`config.mk`:
```
export PLATFORM = sky130hd
export DESIGN_NAME = serial_pattern_detector
export DESIGN_NICKNAME = d
export VERILOG_FILES = /design/src/rtl/serial_pattern_detector.sv
export SDC_FILE = /design/constraint.sdc
export NUM_CORES = 1
export LEC_CHECK = 0
export ABC_CLOCK_PERIOD_IN_PS = 4660
export CAP_MARGIN = 10
export CELL_PAD_IN_SITES_DETAIL_PLACEMENT = 1
export CELL_PAD_IN_SITES_GLOBAL_PLACEMENT = 1
export CORE_AREA = 5 5 75 77
export CTS_CLUSTER_DIAMETER = 50
export DETAILED_ROUTE_END_ITERATION = 10
export DIE_AREA = 0 0 80 82
export MAX_ROUTING_LAYER = met4
export PLACE_DENSITY_LB_ADDON = 0.1
export SLEW_MARGIN = 20
export SYNTH_ARGS = -nofsm -noshare
export SYNTH_HDL_FRONTEND = slang
export SYNTH_SLANG_ARGS = --single-unit
```
`constraint.sdc`:
```
create_clock -name clk -period 4.66 [get_ports clk]
set_input_delay 0.699 -clock clk [delete_from_list [all_inputs] [get_ports clk]]
set_output_delay 0.699 -clock clk [all_outputs]
set_load 0.1 [all_outputs]
```
`src/rtl/serial_pattern_detector.sv`:
```
// rtl/serial_pattern_detector.sv - runtime-loadable serial pattern detector
// Matches the newest len_q bits of a serial stream against a latched pattern.
module serial_pattern_detector #(
  parameter int PAT_W = 8,
  parameter int CNT_W = 8,
  localparam int LEN_W = $clog2(PAT_W + 1)
) (
  input  logic             clk,
  input  logic             rst_n,
  input  logic             in,
  input  logic             in_valid,
  input  logic             cfg_load,
  input  logic [PAT_W-1:0] pattern,
  input  logic [LEN_W-1:0] pat_len,
  input  logic             overlap,
  input  logic             cnt_clr,
  output logic             match,
  output logic [CNT_W-1:0] match_cnt,
  output logic             armed
);

  localparam logic [LEN_W-1:0] LEN_MAX = LEN_W'(PAT_W);
  localparam logic [CNT_W-1:0] CNT_MAX = '1;

  logic [PAT_W-1:0] hist;
  logic [PAT_W-1:0] pat_q;
  logic [LEN_W-1:0] fill;
  logic [LEN_W-1:0] len_q;
  logic             ovl_q;

  logic [PAT_W-1:0] nh;
  logic [PAT_W-1:0] mask;
  logic [LEN_W-1:0] nf;
  logic [LEN_W-1:0] fill_d;
  logic [LEN_W-1:0] len_ld;
  logic             accept;
  logic             hit;

  always_comb begin
    nh     = {hist[PAT_W-2:0], in};
    nf     = (fill >= LEN_MAX) ? LEN_MAX : fill + 1'b1;
    accept = in_valid && !cfg_load;
    len_ld = (pat_len == '0 || pat_len > LEN_MAX) ? LEN_MAX : pat_len;
  end

  // Only the low len_q bits take part in the comparison.
  always_comb begin
    mask = '0;
    for (int i = 0; i < PAT_W; i++) begin
      mask[i] = (i < int'(len_q));
    end
  end

  always_comb begin
    hit    = accept && (nf >= len_q) && (((nh ^ pat_q) & mask) == '0);
    fill_d = (hit && !ovl_q) ? '0 : nf;
  end

  always_ff @(posedge clk or negedge rst_n) begin
    if (!rst_n) begin
      pat_q <= '0;
      len_q <= LEN_MAX;
      ovl_q <= 1'b1;
    end else if (cfg_load) begin
      pat_q <= pattern;
      len_q <= len_ld;
      ovl_q <= overlap;
    end
  end

  // A fresh configuration restarts the window; the history itself is kept.
  always_ff @(posedge clk or negedge rst_n) begin
    if (!rst_n) begin
      hist  <= '0;
      fill  <= '0;
      match <= 1'b0;
      armed <= 1'b0;
    end else if (cfg_load) begin
      fill  <= '0;
      match <= 1'b0;
      armed <= 1'b0;
    end else if (in_valid) begin
      hist  <= nh;
      fill  <= fill_d;
      match <= hit;
      armed <= (fill_d >= len_q);
    end else begin
      match <= 1'b0;
    end
  end

  // Clear takes effect first, so a simultaneous hit leaves a count of one.
  always_ff @(posedge clk or negedge rst_n) begin
    if (!rst_n) begin
      match_cnt <= '0;
    end else if (cnt_clr) begin
      match_cnt <= hit ? CNT_W'(1) : '0;
    end else if (hit && match_cnt != CNT_MAX) begin
      match_cnt <= match_cnt + 1'b1;
    end
  end

endmodule

```
==> metrics.md <==
| Metric | Value |
|---|---|
| First-pass GRT wire length | `7610 microns` |
| Total leakage power | `0.9895 nW` |
| Number of sinks driven by the clock tree | `34` |
| TritonCTS clock tree | `done` |
| Congestion Overflow GR | `0` |
| Final Cell Area | `2342 sq um` |
| Clock-pin slew reported for the worst setup and hold paths after clock tree synthesis | `0.07 ns` |
| Number of DRC violations after detailed routing | `0` |
| Comb pwr share | `22.4%` |
| Antenna violations before repair | `0` |
| Pwr/cell area | `328.7 nW/um^2` |
| Slack of the critical path | `0.9909 ns` |
| Part of the power in registers | `47.7%` |
| Total of hold buffers inserted after clock tree synthesis | `0` |
| Cell breakdown of the critical path | `ha_1 > xor2_1 > nand2b_1 > inv_1 > ha_1 > o21a_1 > o22ai_1 > a221oi_2 > nand4_2 > nor2_2 > or2_2 > ha_1 > nand2b_1 > a21o_1 > a21o_1 > a21oi_1 > a211oi_1` |
| Clk network pwr share | `29.9%` |
| Number of nets in the synthesized netlist | `204` |
| Antenna cell count | `0` |
| Placed instance count | `270` |
| Critical Path Max Stage Delay | `0.42 ns` |
| DRT Wirelength | `4365 microns` |
| Endpoint class of the critical path | `register` |
| Number of hold-slack violations in the final timing report | `0` |
| Routed wire length on met2 | `2101 microns` |
| Row cnt | `26` |
| Type of element launching the critical path | `register` |
| Placer Congestion | `0.8094` |
| Total clock buffers created by CTS | `5` |
| CTS H-Tree Depth | `2` |
| Effective utilization at floorplan | `38.08%` |
| Cell chosen for the clock root | `sky130_fd_sc_hd__clkbuf_8` |
| Result of the run | `finished clean` |
| Setup repair bufs after CTS | `0` |
| Wirelength per Cell | `15.70 microns` |
| Largest net degree at the start of global routing | `35` |
| Share of layout cells above drive strength 1 | `18.75%` |
| Async set-or-reset flop fraction in the synthesized netlist | `100.0%` |
| Die height | `82 microns` |
| Width of the die | `80 microns` |
| Maximum clock path buffer count | `2` |
| P_int | `0.5414 mW` |
| Summed negative setup slack over all endpoints | `0 ns` |
| Final std cells w/o fill | `278` |
| Mapped cell area | `1883 sq um` |
| Net load switching power | `0.2286 mW` |
| Gates resized, CTS repair | `0` |
| Cell seen most often among critical-path stages | `sky130_fd_sc_hd__ha_1` |
| Gate count after technology mapping | `174` |
| Critical Setup Path Class | `register to register` |
| Met1 routed wirelength after detailed routing | `2061 microns` |
| Net switching share of the total power | `29.69%` |
| Slowest cell on the critical path | `sky130_fd_sc_hd__dfrtp_1` |
| Final core utilization | `47.37%` |
| Latest clock arrival within the worst-skew pair | `0.29 ns` |
| Transition time at the pin with the least slew margin | `0.9818 ns` |
| Maximum operating frequency | `272.5 MHz` |
| CP required | `4.82 ns` |
| Count of vias placed by the detailed router | `1419` |
| Area of the die | `6560 sq um` |
| RSZ-0062 raised after global routing | `no` |
| Number of port buffers | `28` |
| Gr usage total | `15.51%` |
| Worst setup slack after placement | `0.8083 ns` |
| Average instance area after synthesis | `10.82 sq um` |
| 1st-iter DRT viols | `39` |
| Commonest cells after routing, fill and taps aside | `sky130_fd_sc_hd__dfrtp_1, sky130_fd_sc_hd__clkdlybuf4s50_1, sky130_fd_sc_hd__mux2_2` |
| Cell area after placement | `2247 sq um` |
| Maximum resistive drop on vdd | `0.1168 mV` |
| Core box area | `4945 sq um` |
| Met3 WL post-DR | `134 microns` |
| Pre-antenna DRT Iters | `4` |
| Remaining max-slew budget at the tightest pin | `34.34%` |
| Post-detailed-route count of antenna-violating nets | `0` |
| Post-synth EDFFs | `0` |
| Number of ports placed on the die boundary | `29` |
| Top cells by area in the synthesized netlist | `sky130_fd_sc_hd__dfrtp_1, sky130_fd_sc_hd__mux2_2, sky130_fd_sc_hd__ha_1` |
| Arrival @ worst endpoint | `3.83 ns` |
| Area delta synth->final | `24.39%` |
| Period Utilization, post-route | `78.74%` |
| Largest driver fanout on the critical path | `13` |
| DR vias/cell | `5.104` |
| Cell type contributing the most total cell area after synthesis | `sky130_fd_sc_hd__dfrtp_1` |
| Number of global-route vias before repair | `1584` |
| Count of cell types in the netlist | `40` |
| Number of slew-limit violations in the final report | `0` |
| Number of nets in the layout | `237` |
| Sequential area share after synthesis | `45.32%` |
| Placed wire-length estimate | `3167 microns` |
| Synth warn | `0` |
| Number of failing setup endpoints in the final timing report | `0` |
| Most frequent standard cell in the layout excluding fill and tap cells | `sky130_fd_sc_hd__dfrtp_1` |
| Synth Flop Type | `sky130_fd_sc_hd__dfrtp_1` |
| Max cap viols | `0` |
| Post-synth top area share | `42.52%` |
| Minimum clock period | `3.669 ns` |
| Top sig layer | `met4` |
| Post-synthesis sequential element count | `34` |
| Path type of the worst min-delay path | `register to register` |
| Final worst clock skew | `0.007827 ns` |
logic make-up (layout without fill, tap and decap cells):
kind of cell             count (synthesis)  after routing  share of synthesized area [%]
buffers and inverters                   19             53                          4.186
XOR/XNOR                                 9              9                          4.186
multiplexers                            18             18                          10.76
AO/OA/AOI/OAI                           38             38                          13.75
adder cells (fa/ha/maj)                 11             11                          7.309
flip-flops                              34             34                          45.32
AND/OR/NAND/NOR                         45             45                          14.48
synthesized netlist by cell type, drive strengths merged, types with 3 or more instances:
master,count
a21oi,10
inv,14
nand2,5
nor3,7
o21ai,8
nand2b,6
a21o,3
ha,11
nor2,9
xnor2,6
dfrtp,32
nand3,5
or4,3
mux2,18
o32ai,3
o31ai,4
nand3b,3
clkbuf,4
xor2,3
worst paths after layout:
kind | cells after the start | slack [ns] | start | endpoint
setup reg to reg | 17 | 0.99 | fill[0] | armed
max in group asynchronous | 2 | 3.48 | rst_n | ovl_q
setup / recovery | 17 | 0.99 | fill[0] | armed
hold / removal | 1 | 0.54 | pat_q[1] | pat_q[1]
hold reg to reg | 1 | 0.54 | pat_q[1] | pat_q[1]
min in group asynchronous | 2 | 0.82 | rst_n | len_q[1]
metrics by stage:
stage / hold WS [ns] / power (mW)
finish: 0.5378 / 0.7700
detailed placement: 0.5253 / 0.5478
CTS: 0.5421 / 0.7851
global route: 0.5596 / 0.8183
global placement: 0.5204 / 0.5386
floorplan: 0.4034 / 0.4867
flip-flops by register name, indices dropped and copies added, names as in the netlist:
signal / flops
armed: 1
hist: 7
len_q: 4
match_cnt: 8
match: 1
pat_q: 8
fill: 4
ovl_q: 1
critical path, delay by kind of cell, from the launching register on:
family / cells / cell delay [ns]
AOI/OAI and AO/OA: 7 / 0.98
xor gates and xnor gates: 1 / 0.16
adders and majority gates: 3 / 0.70
buffers and inverters: 1 / 0.06
DFF: 1 / 0.42
and+or+nand+nor: 5 / 1.23
layout make-up:
| cell class | instances | area [sq um] |
|---|---|---|
| clock buffers | 6 | 82.58 |
| inverters | 14 | 52.55 |
| fillers | 582 | 2603 |
| clock inverters | 2 | 12.51 |
| multi-input cells | 121 | 950.9 |
| repair buffers | 31 | 302.8 |
| flip-flops and latches | 34 | 853.3 |
| well taps | 70 | 87.58 |
per-layer routing:
layer	global-route usage, %	up-vias
li1	-	688
met1	19.36	701
met2	25.17	22
met3	3.509	8
met4	4.730	0
met5	-	-
power groups by stage:
stage | clock [mW] | sequential, mW | combinational [mW]
after floorplan | 0 | 0.376 | 0.111
after global placement | 0 | 0.370 | 0.168
after detailed placement | 0 | 0.374 | 0.174
after CTS | 0.240 | 0.368 | 0.177
after global routing | 0.253 | 0.373 | 0.193
final | 0.230 | 0.367 | 0.172
No activity file was read; power rests on OpenSTA's default activity.
